==> src/rtl/lsu_mem_initiator.sv <==
// Single-outstanding load/store initiator: checks alignment, holds a fixed-latency
// memory access, then returns extended load data or a completion over valid/ready.
module lsu_mem_initiator #(
    parameter int unsigned MEM_LAT = 1
) (
    input  logic        clk,
    input  logic        reset,
    input  logic        req_valid,
    output logic        req_ready,
    input  logic        req_wen,
    input  logic [31:0] req_addr,
    input  logic [31:0] req_wdata,
    input  logic [1:0]  req_size,
    input  logic        req_unsigned,
    output logic        resp_valid,
    input  logic        resp_ready,
    output logic [31:0] resp_rdata,
    output logic        resp_err,
    output logic        mem_valid,
    output logic        mem_wen,
    output logic [31:0] mem_raddr,
    output logic [31:0] mem_waddr,
    output logic [31:0] mem_wdata,
    output logic [7:0]  mem_wmask,
    input  logic [31:0] mem_rdata
);

    typedef enum logic [1:0] {IDLE, ACCESS, RESP} state_e;

    state_e      state_q, state_d;
    logic [3:0]  cnt_q, cnt_d;
    logic [1:0]  off_q, off_d;
    logic [1:0]  size_q, size_d;
    logic        uns_q, uns_d;
    logic [31:0] resp_rdata_q, resp_rdata_d;
    logic        resp_err_q, resp_err_d;
    logic        mem_valid_q, mem_valid_d;
    logic        mem_wen_q, mem_wen_d;
    logic [31:0] mem_addr_q, mem_addr_d;
    logic [31:0] mem_wdata_q, mem_wdata_d;
    logic [3:0]  mem_wmask_q, mem_wmask_d;

    logic        misalign;
    logic [3:0]  base;
    logic [31:0] lane;
    logic [31:0] ext;

    always_comb begin
        misalign = (req_size == 2'd3) ||
                   (req_size == 2'd1 && req_addr[0]) ||
                   (req_size == 2'd2 && req_addr[1:0] != 2'b00);
        case (req_size)
            2'd0:    base = 4'b0001;
            2'd1:    base = 4'b0011;
            default: base = 4'b1111;
        endcase
        lane = mem_rdata >> {off_q, 3'b000};
        case (size_q)
            2'd0:    ext = {{24{~uns_q & lane[7]}}, lane[7:0]};
            2'd1:    ext = {{16{~uns_q & lane[15]}}, lane[15:0]};
            default: ext = lane;
        endcase
    end

    always_comb begin
        state_d      = state_q;
        cnt_d        = cnt_q;
        off_d        = off_q;
        size_d       = size_q;
        uns_d        = uns_q;
        resp_rdata_d = resp_rdata_q;
        resp_err_d   = resp_err_q;
        mem_valid_d  = mem_valid_q;
        mem_wen_d    = mem_wen_q;
        mem_addr_d   = mem_addr_q;
        mem_wdata_d  = mem_wdata_q;
        mem_wmask_d  = mem_wmask_q;
        case (state_q)
            IDLE: begin
                if (req_valid) begin
                    resp_rdata_d = 32'h0;
                    if (misalign) begin
                        state_d    = RESP;
                        resp_err_d = 1'b1;
                    end else begin
                        state_d     = ACCESS;
                        resp_err_d  = 1'b0;
                        cnt_d       = 4'(MEM_LAT - 1);
                        off_d       = req_addr[1:0];
                        size_d      = req_size;
                        uns_d       = req_unsigned;
                        mem_valid_d = 1'b1;
                        mem_wen_d   = req_wen;
                        mem_addr_d  = {req_addr[31:2], 2'b00};
                        // loads drive neither data nor mask
                        mem_wdata_d = req_wen ? (req_wdata << {req_addr[1:0], 3'b000}) : 32'h0;
                        mem_wmask_d = req_wen ? (base << req_addr[1:0]) : 4'h0;
                    end
                end
            end
            ACCESS: begin
                if (cnt_q == 4'd0) begin
                    state_d      = RESP;
                    resp_rdata_d = mem_wen_q ? 32'h0 : ext;
                    resp_err_d   = 1'b0;
                    mem_valid_d  = 1'b0;
                    mem_wen_d    = 1'b0;
                    mem_addr_d   = 32'h0;
                    mem_wdata_d  = 32'h0;
                    mem_wmask_d  = 4'h0;
                end else begin
                    cnt_d = cnt_q - 4'd1;
                end
            end
            RESP: begin
                if (resp_ready) begin
                    state_d      = IDLE;
                    resp_rdata_d = 32'h0;
                    resp_err_d   = 1'b0;
                end
            end
            default: state_d = IDLE;
        endcase
    end

    always_ff @(posedge clk or posedge reset) begin
        if (reset) begin
            state_q      <= IDLE;
            cnt_q        <= 4'd0;
            off_q        <= 2'd0;
            size_q       <= 2'd0;
            uns_q        <= 1'b0;
            resp_rdata_q <= 32'h0;
            resp_err_q   <= 1'b0;
            mem_valid_q  <= 1'b0;
            mem_wen_q    <= 1'b0;
            mem_addr_q   <= 32'h0;
            mem_wdata_q  <= 32'h0;
            mem_wmask_q  <= 4'h0;
        end else begin
            state_q      <= state_d;
            cnt_q        <= cnt_d;
            off_q        <= off_d;
            size_q       <= size_d;
            uns_q        <= uns_d;
            resp_rdata_q <= resp_rdata_d;
            resp_err_q   <= resp_err_d;
            mem_valid_q  <= mem_valid_d;
            mem_wen_q    <= mem_wen_d;
            mem_addr_q   <= mem_addr_d;
            mem_wdata_q  <= mem_wdata_d;
            mem_wmask_q  <= mem_wmask_d;
        end
    end

    assign req_ready  = (state_q == IDLE);
    assign resp_valid = (state_q == RESP);
    assign resp_rdata = resp_rdata_q;
    assign resp_err   = resp_err_q;
    assign mem_valid  = mem_valid_q;
    assign mem_wen    = mem_wen_q;
    assign mem_raddr  = mem_addr_q;
    assign mem_waddr  = mem_addr_q;
    assign mem_wdata  = mem_wdata_q;
    assign mem_wmask  = {4'b0000, mem_wmask_q};

endmodule

==> config.mk <==
export PLATFORM = sky130hd
export DESIGN_NAME = lsu_mem_initiator
export DESIGN_NICKNAME = d
export VERILOG_FILES = /design/src/rtl/lsu_mem_initiator.sv
export SDC_FILE = /design/constraint.sdc
export NUM_CORES = 1
export LEC_CHECK = 0
export CORE_MARGIN = 2
export CORE_UTILIZATION = 36
export CTS_CLUSTER_SIZE = 25
export DETAILED_ROUTE_END_ITERATION = 8
export HOLD_SLACK_MARGIN = 0.02
export PLACE_DENSITY = 0.71
export REMOVE_ABC_BUFFERS = 1
export SYNTH_ARGS = -nofsm -noshare
export SYNTH_HDL_FRONTEND = slang
export SYNTH_SLANG_ARGS = --single-unit
==> constraint.sdc <==
create_clock -name clk -period 5.29 [get_ports clk]
set_clock_uncertainty 0.05 [all_clocks]
set_input_delay 1.058 -clock clk [delete_from_list [all_inputs] [get_ports clk]]
set_output_delay 1.058 -clock clk [all_outputs]
set_load 0.005 [all_outputs]
# After elaboration in Yosys (flattened, before gate mapping)
# Index checks and enable logic that the tools add are counted.
# op_classes
eq_ne	11
bitwise_logic	4
n_shift	3
div_mod_pow	0
add_sub_neg	1
n_mul	0
n_mux	40
n_lt_le_gt_ge	0
reduce_logical	16
# ops
op	n
$mux W32	10
$pmux W32 S2	3
$pmux W32 S3	1
$shl A32 B5 Y32	1
$shr A32 B5 Y32	1
$mux W4	7
$pmux W4 S2	3
$reduce_and A4 Y1	3
$mux W1	8
$mux W2	4
$ne A2 B2 Y1 const B	4
$eq A2 B1 Y1 const B	3
$eq A2 B2 Y1 const B	3
$logic_not A2 Y1	3
$pmux W2 S3	1
$reduce_and A3 Y1	2
$logic_not A4 Y1	1
$pmux W1 S2	2
$reduce_bool A2 Y1	2
$shl A4 B2 Y4	1
$sub A4 B1 Y4 const B	1
$pmux W1 S3	1
$reduce_bool A3 Y1	1
$and A1 B1 Y1	2
other kinds (4)	7
# word_totals
ramBits	0
memories	0
latch_bits	0
wordCells	87
inputBits	104
regBits	114
out_inout_bits	141
mem_bits_ro	0

# Logic depth before layout (Yosys ltp)
# depth
word_depth	7
ltp_mapped	9

# Worst setup path before layout
# No wires, ideal clock.
# synth_timing
path_kind	input to register
startpoint	input req_addr[1]
endpoint	register mem_wmask_q[2]
arrival_ns	2.570
n_path_buf	2
setup_time_ns	0.066
required_ns	5.174
stages	7
setup_slack_ns	2.604
cell_sequence	clkbuf_1 > nor3_1 > o21bai_1 > nor3b_2 > clkbuf_1 > o21ai_0 > nand2_1
# synth_between
elab_chain_cells	5
# synth_rtl
item	line	text
start: declaration	11	input logic [31:0] req_addr,
$shl A4 B2 Y4 or $reduce_bool A2 Y1 (tied branches)	97, 51	
$mux W4 or $logic_and A1 B1 Y1 (tied branches)	97, 51	
$mux W4 or $logic_or A1 B1 Y1 (tied branches)	82, 50	
$mux W4 or $ne A2 B2 Y1 (tied branches)	-	
$pmux W4 S2 or $reduce_and A4 Y1 (tied branches)	-	
end signal: assignment	152	mem_wmask_q <= mem_wmask_d;
end: declaration	41	logic [3:0] mem_wmask_q, mem_wmask_d;
# Parallel ways exist; a longest one is shown, timed or not. The select of a mux whose other input is x is not followed.
# A chain may end at the register's enable or synchronous reset.

# Final worst setup path
# Same ends and word-level chain as after synthesis.

==> summary.md <==
| Metric | Value |
|---|---|
| Status | `finished clean` |
| Initial core utilization | `0.3658` |
| Cell count after synthesis | `487` |
| Syn Std Cell Area | `0.005540 sq mm` |
| Die height | `128.1 um` |
| Worst IR Drop VDD | `0.2537 mV` |
| Final period util | `0.6360` |
| Final Cell Area | `0.008103 sq mm` |
| Main synth FF type | `dfrtp_1` |
| Dpl hpwl | `11580 um` |
| Ys Warns | `0` |
| Vias | `4659` |
| Hold Crit Class | `flip-flop to flip-flop` |
| Hold_buf cts | `0` |
| Maximum number of pins on one net before global-route repair | `72` |
| Share of cells above drive strength 1 | `0.1054` |
| RSZ-0062 raised after global routing | `false` |
| Pre-CTS WS | `1.570 ns` |
| Layout net count | `787` |
| Overall Power | `0.003996 W` |
| CTS H-tree lvls | `3` |
| Clk_lat worst skew | `0.34 ns` |
| Area Growth Syn to Fin | `46.25%` |
| Area post-placement | `0.007802 sq mm` |
| Minimum clock period | `3.364 ns` |
| Site Rows | `45` |
| Slack of the worst reg-to-reg path | `2.30 ns` |
| Mean cell area of the mapped netlist | `11.38 sq um` |
| Post-synth EDFFs | `0` |
| Setup Total Neg Slack | `0 ns` |
| Wire per inst | `18.28 um` |
| Final setup viols | `0` |
| Initial DRC count | `234` |
| Post-CTS setup buffer count | `0` |
| Die Wd | `128.1 um` |
| WP data required | `5.52 ns` |
| CP endpoint kind | `flip-flop` |
| Critical path origin | `req_addr[1]` |
| Commonest non-fill, non-tap cell in the layout | `clkdlybuf4s50_1` |
| GR Util All Layers | `0.1931` |
| FF+latch count, synth | `112` |
| Final WS setup | `1.926 ns` |
| Most frequent cells in the layout | `235 x clkdlybuf4s50_1, 112 x dfrtp_1, 61 x nand2_1` |
| Fmax achieved | `297.2 MHz` |
| First-pass GRT wire length | `25030 um` |
| CTS Sinks | `112` |
| GRT Residual Overflow | `0` |
| Port-buffer cells | `236` |
| Vias in the first global route | `4833` |
| Final Hold Fails | `0` |
| Worst r2r src | `state_q[1]` |
| Startpoint types | `primary input` |
| Diodes inserted | `0` |
| Root buf cell | `clkbuf_16` |
| CTS Buf Count | `9` |
| Crit path kind | `primary input to flip-flop` |
| DRC viols | `0` |
| Power Density | `493.1 mW/mm^2` |
| Leading post-synthesis cells by cell area | `dfrtp_1 51%, a22o_1 8.4%, mux2i_1 6.0%, buf_4 5.1%, mux2_2 4.5%` |
| Core area | `0.01515 sq mm` |
| Cells on worst reg2reg path | `7` |
| Post-CTS Resized | `0` |
| Final Slew Violations | `0` |
| CP endpoint | `mem_wmask_q[2]` |
| Post-synth cell types | `46` |
| Max-cap violations | `0` |
| Longest Clk Path Bufs | `2` |
| CTS clk-pin slew, worst paths | `0.07 ns` |
| Critical path peak fanout | `20` |
| Pre-antenna DRT Iters | `5` |
| Routed WL | `15920 um` |
| Async SR Flop Fraction | `1.000` |
| Initial antenna violation count | `0` |
| Top cell type's share of synthesized area | `0.5059` |
| RD Place Congestion | `0.8550` |
| Register area share after synthesis | `0.5059` |
| Die area | `0.01640 sq mm` |
| Largest area contributor in the netlist | `dfrtp_1` |
| Least-Margin Pin Slew | `1.191 ns` |
| Reg2reg end | `resp_rdata[27]` |
| Filler Cell Count | `1314` |
| Io pins | `245` |
| Leak | `3.484 nW` |
| Finished Core Util | `0.5350` |
| Rel. slew slack | `0.2028` |
| DRT antenna net count | `0` |
| Footprint of the multi-input gates | `0.002330 sq mm` |
| Seq. cell area | `0.002803 sq mm` |
| Critical Path AT | `3.60 ns` |
| CTS tree | `done` |
| Via density | `5.349` |
## metrics by stage
stage	hold slack (ns)	cells
final	0.4307	871
after floorplan	0.3998	425
after CTS	0.4405	871
after detailed placement	0.4246	855
after global routing	0.4638	871
after global placement	0.4138	855
## layer usage
| metal | vias up | wire length (um) | track usage |
|---|---|---|---|
| li1 | 2146 | - | - |
| met4 | 0 | 310 | 0.07563 |
| met2 | 210 | 7588 | 0.3130 |
| met5 | - | 0 | 0 |
| met1 | 2282 | 6709 | 0.2509 |
| met3 | 21 | 1313 | 0.04591 |
## registers in the layout, indices dropped and copies added (netlist names)
signal       count
uns_q            1
mem_valid        1
cnt_q            4
resp_err         1
size_q           2
state_q          2
mem_wdata       32
mem_wmask_q      4
mem_raddr       30
off_q            2
resp_rdata      32
mem_wen          1
## kinds of logic after synthesis
kind of cell	synth area share
flops	0.5059
simple gates	0.08672
other cells	0.0006769
fa+ha+maj	0.01129
compound gates	0.2042
mux	0.1084
xor+xnor	0.001581
buf+inv	0.08130
## area by class of cell
| class | instances | share of cell area |
|---|---|---|
| Clock buffer | 13 | 0.03212 |
| Inverter | 8 | 0.004015 |
| Sequential cell | 112 | 0.3459 |
| Clock inverter | 3 | 0.004941 |
| Multi-Input combinational cell | 305 | 0.2875 |
| Tap cell | 188 | 0.02903 |
| Timing Repair Buffer | 242 | 0.2965 |
## cells in the mapped netlist (all sizes together), types with 2 or more instances
master and instances:
nor3 5, a32o 8, a22o 53, nor3b 4
o211ai 3, inv 8, a221oi 8, nor4 2
o21ai 32, nand2 61, clkbuf 22, dfrtp 112
a21o 3, or2 3, ha 5, a21oi 2
buf 47, a221o 16, mux2i 33, nor2 10
o31ai 11, mux2 22
## worst min-delay path by stage
stage	startpoint	end	cells past startpoint	slack [ns]
final	resp_err	resp_err	2	0.43
after global routing	mem_wdata[14]	mem_wdata[14]	2	0.46
after CTS	resp_err	resp_err	2	0.44
after detailed placement	resp_err	resp_err	2	0.42
after global placement	mem_valid	mem_valid	1	0.41
after floorplan	cnt_q[0]	cnt_q[0]	2	0.40
## report_power, final
| part | total [W] | leakage, nW | switching (W) | internal (W) |
|---|---|---|---|---|
| combinational | 0.00183 | 1.84 | 0.000706 | 0.00113 |
| clock | 0.000691 | 0.150 | 0.000298 | 0.000392 |
| sequential | 0.00147 | 1.50 | 0.000309 | 0.00116 |
## critical path, cell delays in order
cell             delay [ns]
clkdlybuf4s50_1        0.40
buf_4                  0.20
nor3_1                 0.28
o21bai_1               0.28
nor3b_2                1.03
o21ai_0                0.22
nand2_1                0.12
Power figures use the tool's default switching activity.
